### src/rtl/collision_probe_seq.sv
// Eight-point wall-collision probe for a sprite against a colour-coded map ROM.
// One request at a time: eight ROM reads, one-cycle result pulse, 11 cycles total.
module collision_probe_seq #(
   parameter int          MAP_W   = 200,
   parameter logic [23:0] WALL_C0 = 24'h716734,
   parameter logic [23:0] WALL_C1 = 24'h5f582b
) (
   input  logic        Clk,
   input  logic        Reset,
   input  logic        req_valid,
   output logic        req_ready,
   input  logic [9:0]  x,
   input  logic [9:0]  y,
   input  logic [6:0]  width,
   input  logic [6:0]  height,
   output logic [16:0] rom_addr,
   input  logic [23:0] rom_data,
   output logic        rsp_valid,
   output logic [7:0]  rsp_flags,
   output logic        busy
);

   localparam logic [19:0] MAP_W20 = 20'(MAP_W);

   typedef enum logic [1:0] {IDLE, PROBE, WAIT, RESP} state_t;

   state_t      state, state_nx;
   logic [2:0]  idx;
   logic [9:0]  cx, cy;
   logic [6:0]  hw, hh;
   logic [6:0]  flags_acc;

   logic        hit;
   logic [9:0]  yt, yb, px, py;
   logic [19:0] col, row, addr_full;

   assign hit = (rom_data == WALL_C0) || (rom_data == WALL_C1);

   // Probe point for the current index; all arithmetic wraps at 10 bits.
   always_comb begin
      yt = cy - {3'b000, hh};
      yb = cy + {3'b000, hh};
      px = cx;
      py = cy;
      unique case (idx)
         3'd0: py = yt;
         3'd1: py = yb;
         3'd2: px = cx - {3'b000, hw};
         3'd3: px = cx + {3'b000, hw};
         3'd4: begin px = cx - 10'd8; py = yb - 10'd4; end
         3'd5: begin px = cx + 10'd8; py = yb - 10'd4; end
         3'd6: begin px = cx - 10'd8; py = yt + 10'd4; end
         3'd7: begin px = cx + 10'd8; py = yt + 10'd4; end
      endcase
   end

   always_comb begin
      col       = ({10'b0, px} * 20'd5) >> 4;
      row       = ({10'b0, py} * 20'd5) >> 4;
      addr_full = col + row * MAP_W20;
   end

   assign rom_addr  = (state == PROBE) ? addr_full[16:0] : '0;
   assign req_ready = (state == IDLE);
   assign busy      = ~req_ready;
   assign rsp_valid = (state == RESP);

   always_comb begin
      state_nx = state;
      unique case (state)
         IDLE:  if (req_valid) state_nx = PROBE;
         PROBE: if (idx == 3'd7) state_nx = WAIT;
         WAIT:  state_nx = RESP;
         RESP:  state_nx = IDLE;
      endcase
   end

   // ROM data lags the address by a cycle, so each PROBE step scores the previous index.
   always_ff @(posedge Clk or posedge Reset) begin
      if (Reset) begin
         state     <= IDLE;
         idx       <= '0;
         cx        <= '0;
         cy        <= '0;
         hw        <= '0;
         hh        <= '0;
         flags_acc <= '0;
         rsp_flags <= '0;
      end else begin
         state <= state_nx;
         unique case (state)
            IDLE: begin
               if (req_valid) begin
                  cx        <= x;
                  cy        <= y;
                  hw        <= width >> 1;
                  hh        <= height >> 1;
                  idx       <= '0;
                  flags_acc <= '0;
               end
            end
            PROBE: begin
               idx <= idx + 3'd1;
               if (idx != 3'd0) flags_acc[idx - 3'd1] <= hit;
            end
            WAIT: rsp_flags <= {hit, flags_acc};
            RESP: ;
         endcase
      end
   end

endmodule

### config.mk
export PLATFORM = sky130hd
export DESIGN_NAME = collision_probe_seq
export DESIGN_NICKNAME = d
export VERILOG_FILES = /design/src/rtl/collision_probe_seq.sv
export SDC_FILE = /design/constraint.sdc
export NUM_CORES = 1
export LEC_CHECK = 0
export CORE_MARGIN = 2
export CORE_UTILIZATION = 45
export DETAILED_ROUTE_END_ITERATION = 8
export GPL_TIMING_DRIVEN = 0
export PLACE_DENSITY = 0.77
export SLEW_MARGIN = 15
export SYNTH_ARGS = -nofsm -noshare
export SYNTH_HDL_FRONTEND = slang
export SYNTH_SLANG_ARGS = --single-unit
export TNS_END_PERCENT = 1
### constraint.sdc
create_clock -name Clk -period 10.1 [get_ports Clk]
set_input_delay 1.01 -clock Clk [delete_from_list [all_inputs] [get_ports Clk]]
set_output_delay 1.01 -clock Clk [all_outputs]
set_load 0.02 [all_outputs]
Word-level counts from Yosys, hierarchy flattened:

Index checks and enable logic that the tools add are counted.

* flip-flop bits (word level): 52
* input bits: 61

* reductions and logical operators: 14
* bitwise logic cells: 1
* magnitude comparators: 2
* $add $sub $neg: 11
* equality and inequality tests: 15
* multipliers: 3
* mux-type cells: 14

Operators by type and width (number)
* 10-bit one-hot mux with 4 select lines: 2
* 24-bit by 23-bit == test with 1-bit output, second input constant: 2
* 10-bit by 3-bit multiplier with 13-bit output, second input constant: 2
* 10-bit by 6-bit adder with 10-bit output: 2
* 10-bit by 6-bit subtractor with 10-bit output: 2
* 9-bit by 17-bit adder with 17-bit output: 1
* 17-bit two-way mux: 1
* 9-bit by 5-bit multiplier with 14-bit output, second input constant: 1
* 7-bit two-way mux: 2
* 7-bit one-hot mux with 2 select lines: 1
* 3-bit == test, second input constant: 4
* 10-bit by 3-bit adder with 10-bit output, second input constant: 1
* 10-bit by 4-bit adder with 10-bit output, second input constant: 1
* 10-bit by 3-bit subtractor with 10-bit output, second input constant: 1
* 10-bit by 4-bit subtractor with 10-bit output, second input constant: 1
* 2-bit one-hot mux with 4 select lines: 1
* 2-bit OR reduction: 4
* 7-bit bitwise mux: 1
* 3-bit by 2-bit == test with 1-bit output, second input constant: 2
* 3-bit one-hot mux with 2 select lines: 1
* 2-bit AND reduction: 3
* 2-bit == test, second input constant: 2
* 3-bit by 4-bit less-than comparator with 1-bit output, second input constant: 1
* 2-bit two-way mux: 2
* other kinds (18): 19

Depth between registers and ports, before layout:

* word-level depth: 8
* depth in mapped cells: 32

Worst setup path after synthesis:

No wires, ideal clock.

* path kind: reg2out
* start point: register idx[0]
* end point: output port rom_addr[16]
* setup slack: 2224 ps
* data required time: 9090 ps
* path buffers: 2
* arrival: 6866 ps
* cell stages (with the launch flop): 30
* path through: dfrtp_1 > clkbuf_1 > inv_1 > ha_1 > a21o_1 > or3_1 > clkbuf_1 > o21ai_0 > a221oi_1 > o22ai_1 > ha_1 > ha_1 > and3_1 > a221o_1 > a21oi_1 > xnor2_1 > ha_1 > ha_1 > inv_1 > fa_1 > inv_1 > ha_1 > nor2b_1 > o21a_1 > o211ai_1 > a31oi_1 > nor4b_1 > nand4_1 > or3_1 > o211ai_1

* longest elaborated chain between the ends: 7
* elaborated cells between the ends (all ways): 19
* classes of those cells: 1 x add/sub; 3 x mul; 7 x eq/ne; 3 x mux; 5 x reduce/logical

Ends and longest elaborated chain
* start, declared: RTL line 28 `logic [2:0] idx;`
* start signal, assigned: RTL line 103 `idx <= idx + 3'd1;`
* 3-bit == test: RTL line 45 `unique case (idx)`
* 2-bit OR reduction (no source line)
* 10-bit one-hot mux with 4 select lines: RTL line 45
* 10-bit by 3-bit multiplier with 13-bit output: RTL line 59 `row = ({10'b0, py} * 20'd5) >> 4;`
* 9-bit by 5-bit multiplier with 14-bit output: RTL line 60 `addr_full = col + row * MAP_W20;`
* 9-bit by 17-bit adder with 17-bit output (*): RTL line 60
* 17-bit two-way mux (*): RTL line 63 `assign rom_addr = (state == PROBE) ? addr_full[16:0] : '0;`
* end, declared: RTL line 16 `output logic [16:0] rom_addr,`

Every way passes the cells marked *; elsewhere a longest branch is shown, timed or not.

Final worst setup path:

Same ends and word-level chain as after synthesis.

==> metrics <==
status=finished clean; Slowest Stage Delay on Critical Path=0.63 ns; Ports=89; DRT Wirelength=15.1 mm; post-synthesis cell count=762; synthesized netlist net count=939; Setup crit end kind=primary output; Yosys cell types=78; GR Overflow Total=0; async set or reset register ratio after synthesis=1.00; final antenna-violating net count=0; vias=5784; die height=126 um; Die Width=126 um; antenna fix cells=0; Root Buffer=clkbuf_16; ys flop type=dfrtp_1; DRC errors left=0; setup tns final=0 ns; slowest CP cell=clkdlybuf4s50_1; clk sinks=52; initial antenna violation count=0; DRT iter0 DRCs=217; Final Cycle Share=0.925; Max Clock Freq=107 MHz; number of global-route vias before repair=5632; final setup fails=0; synthesized area=6710 sq um; Final Hold Viols=0; nets@finish=1033; die area=15900 sq um; clk_skew=0.00685 ns; critical setup path kind=register to primary output; cts bufs inserted=5; Max Cap Viol=0; Total GRT Usage=0.195; Core Area=14500 sq um; number of flops mapped to enable cells by yosys=0; Starting Density=0.462; Ys Warns=0; Avg Cell Area, Syn=8.81 sq um; critical path startpoint category=register; drt wl/cell=14.5 um; post-synthesis sequential area ratio=0.194; setup bufs post-CTS=0; Clock Latency Late Sink=0.29 ns; Row Count=44; global-route wire length before repair=26.3 mm; crit-path most repeated cell=ha_1; port buffer count=86; Slew headroom=0.522; number of synthesized register bits=52; Worst Path Arrival=8.33 ns; Final GP Congestion=0.912; RSZ-0062 raised after global routing=no; pin count of the biggest net entering global routing=34; TritonCTS clock tree=done; Hold Path Class=register to register; DR vias/cell=5.56; Clk pin slew, worst setup/hold paths=0.07 ns; fin. max-slew vios=0; share of cells above drive strength 1=0.0922; TritonRoute pass-1 iters=4; Worst Tran Pin Value=0.717 ns; CP required=9.09 ns; hpwl dp=12.5 mm; area delta synth->final=19.4%; H-tree depth=2; Bufs on Longest Clock Path=2; post-layout min period=9.34 ns; crit-path max FO=10
-- path summary, 6_finish.rpt --
kind                                     startpoint                  endpoint  slack [ns]  cells past startpoint
max in group asynchronous                     Reset         hw[0]$_DFFE_PP0P_        8.40                      3
max                              idx[0]$_DFFE_PP0P_              rom_addr[16]        0.76                     30
max reg2reg                      idx[0]$_DFFE_PP0P_  flags_acc[1]$_DFFE_PP0P_        7.53                      7
min                        flags_acc[3]$_DFFE_PP0P_  flags_acc[3]$_DFFE_PP0P_        0.48                      2
min reg2reg                flags_acc[3]$_DFFE_PP0P_  flags_acc[3]$_DFFE_PP0P_        0.48                      2
min in group asynchronous                     Reset         cy[7]$_DFFE_PP0P_        1.15                      2
-- cell usage after synthesis (15+ instances only) --
master	instances	area, sq um
a21oi_1	43	215
and2_1	17	106
dfrtp_1	52	1300
ha_1	105	1310
inv_1	63	236
mux2_2	41	462
nand2_1	47	176
nand3_1	17	85.1
nor2_1	35	131
nor2b_1	15	93.8
nor3_1	19	95.1
o21ai_0	38	190
xnor2_1	44	385
xor2_1	23	201
-- routing by layer --
layer  part of all wire  vias to the layer above  GRT usage
met4              0.011                        0     0.0472
met5                  0                        -          0
met3              0.036                       11     0.0187
met2               0.48                      112      0.338
met1               0.48                     2712      0.263
li1                   -                     2949          -
-- area by class of cell --
cell class	count	area, sq um
plain buffers	22	109
clock buffers	5	125
clock inverters	3	46.3
fillers	1390	6520
inverters	63	236
multi-input cells	625	5080
flip-flops and latches	52	1300
well taps	184	230
repair buffers	87	888
-- cell families after synthesis --
family	synth area share
XOR/XNOR	0.0874
buffers and inverters	0.0514
adder cells (fa/ha/maj)	0.228
AND/OR/NAND/NOR	0.168
AO/OA/AOI/OAI	0.200
multiplexers	0.0717
flip-flops	0.194
-- stage by stage --
stage / instance area (sq um) / instances / worst slack (ns) / hold slack [ns] / util
finish: 8020 / 1041 / 0.758 / 0.476 / 0.551
global route: 8020 / 1041 / 0.170 / 0.532 / 0.551
detailed placement: 7830 / 1033 / 0.958 / 0.465 / 0.539
global placement: 7800 / 1032 / 0.980 / 0.457 / 0.537
CTS: 8000 / 1041 / 0.590 / 0.478 / 0.551
floorplan: 6710 / 762 / 2.22 / 0.436 / -
-- what timing repair did --
action / CTS / global route
setup endpoints to repair: 0 / 1
gates resized for setup: 0 / 3
hold buffers: 0 / 0
-- cells in the final DEF (no fill, tap or decap), drive strengths merged, types with 4 or more instances in the layout --
cell type      count
a221o              6
a22oi              5
and3               7
a21oi             43
a22o               6
nor2              35
a21o              11
o221ai             5
xor2              23
o211ai             6
fa                11
nor2b             16
a31oi              6
o22ai              7
or3                7
nand2             47
o21ai             38
a211o              4
inv               64
or2                4
ha               105
dfrtp             52
a211oi             5
nand2b             9
buf               10
o21bai             8
clkdlybuf4s50     86
clkbuf            18
mux2              41
nand3             17
nor3b              4
o31ai              5
o21a               6
nor3              19
and2              18
nand4              9
a21boi             4
xnor2             44
-- critical path: cells and delay by family (launching register included) --
| kind | cells | cell delay [ns] |
|---|---|---|
| compound gates | 10 | 2.07 |
| xor+xnor | 1 | 0.23 |
| fa+ha+maj | 7 | 2.38 |
| buf+inv | 6 | 1.51 |
| flops | 1 | 0.43 |
| simple gates | 6 | 1.42 |
-- registers in the layout (all words and copies together), names as in the netlist --
register   count
cx            10
cy            10
flags_acc      7
hh             6
hw             6
idx            3
rsp_flags      8
state          2
Power is not shown: default switching activity piles up to over one toggle a cycle in this logic, so the estimate is an artifact.
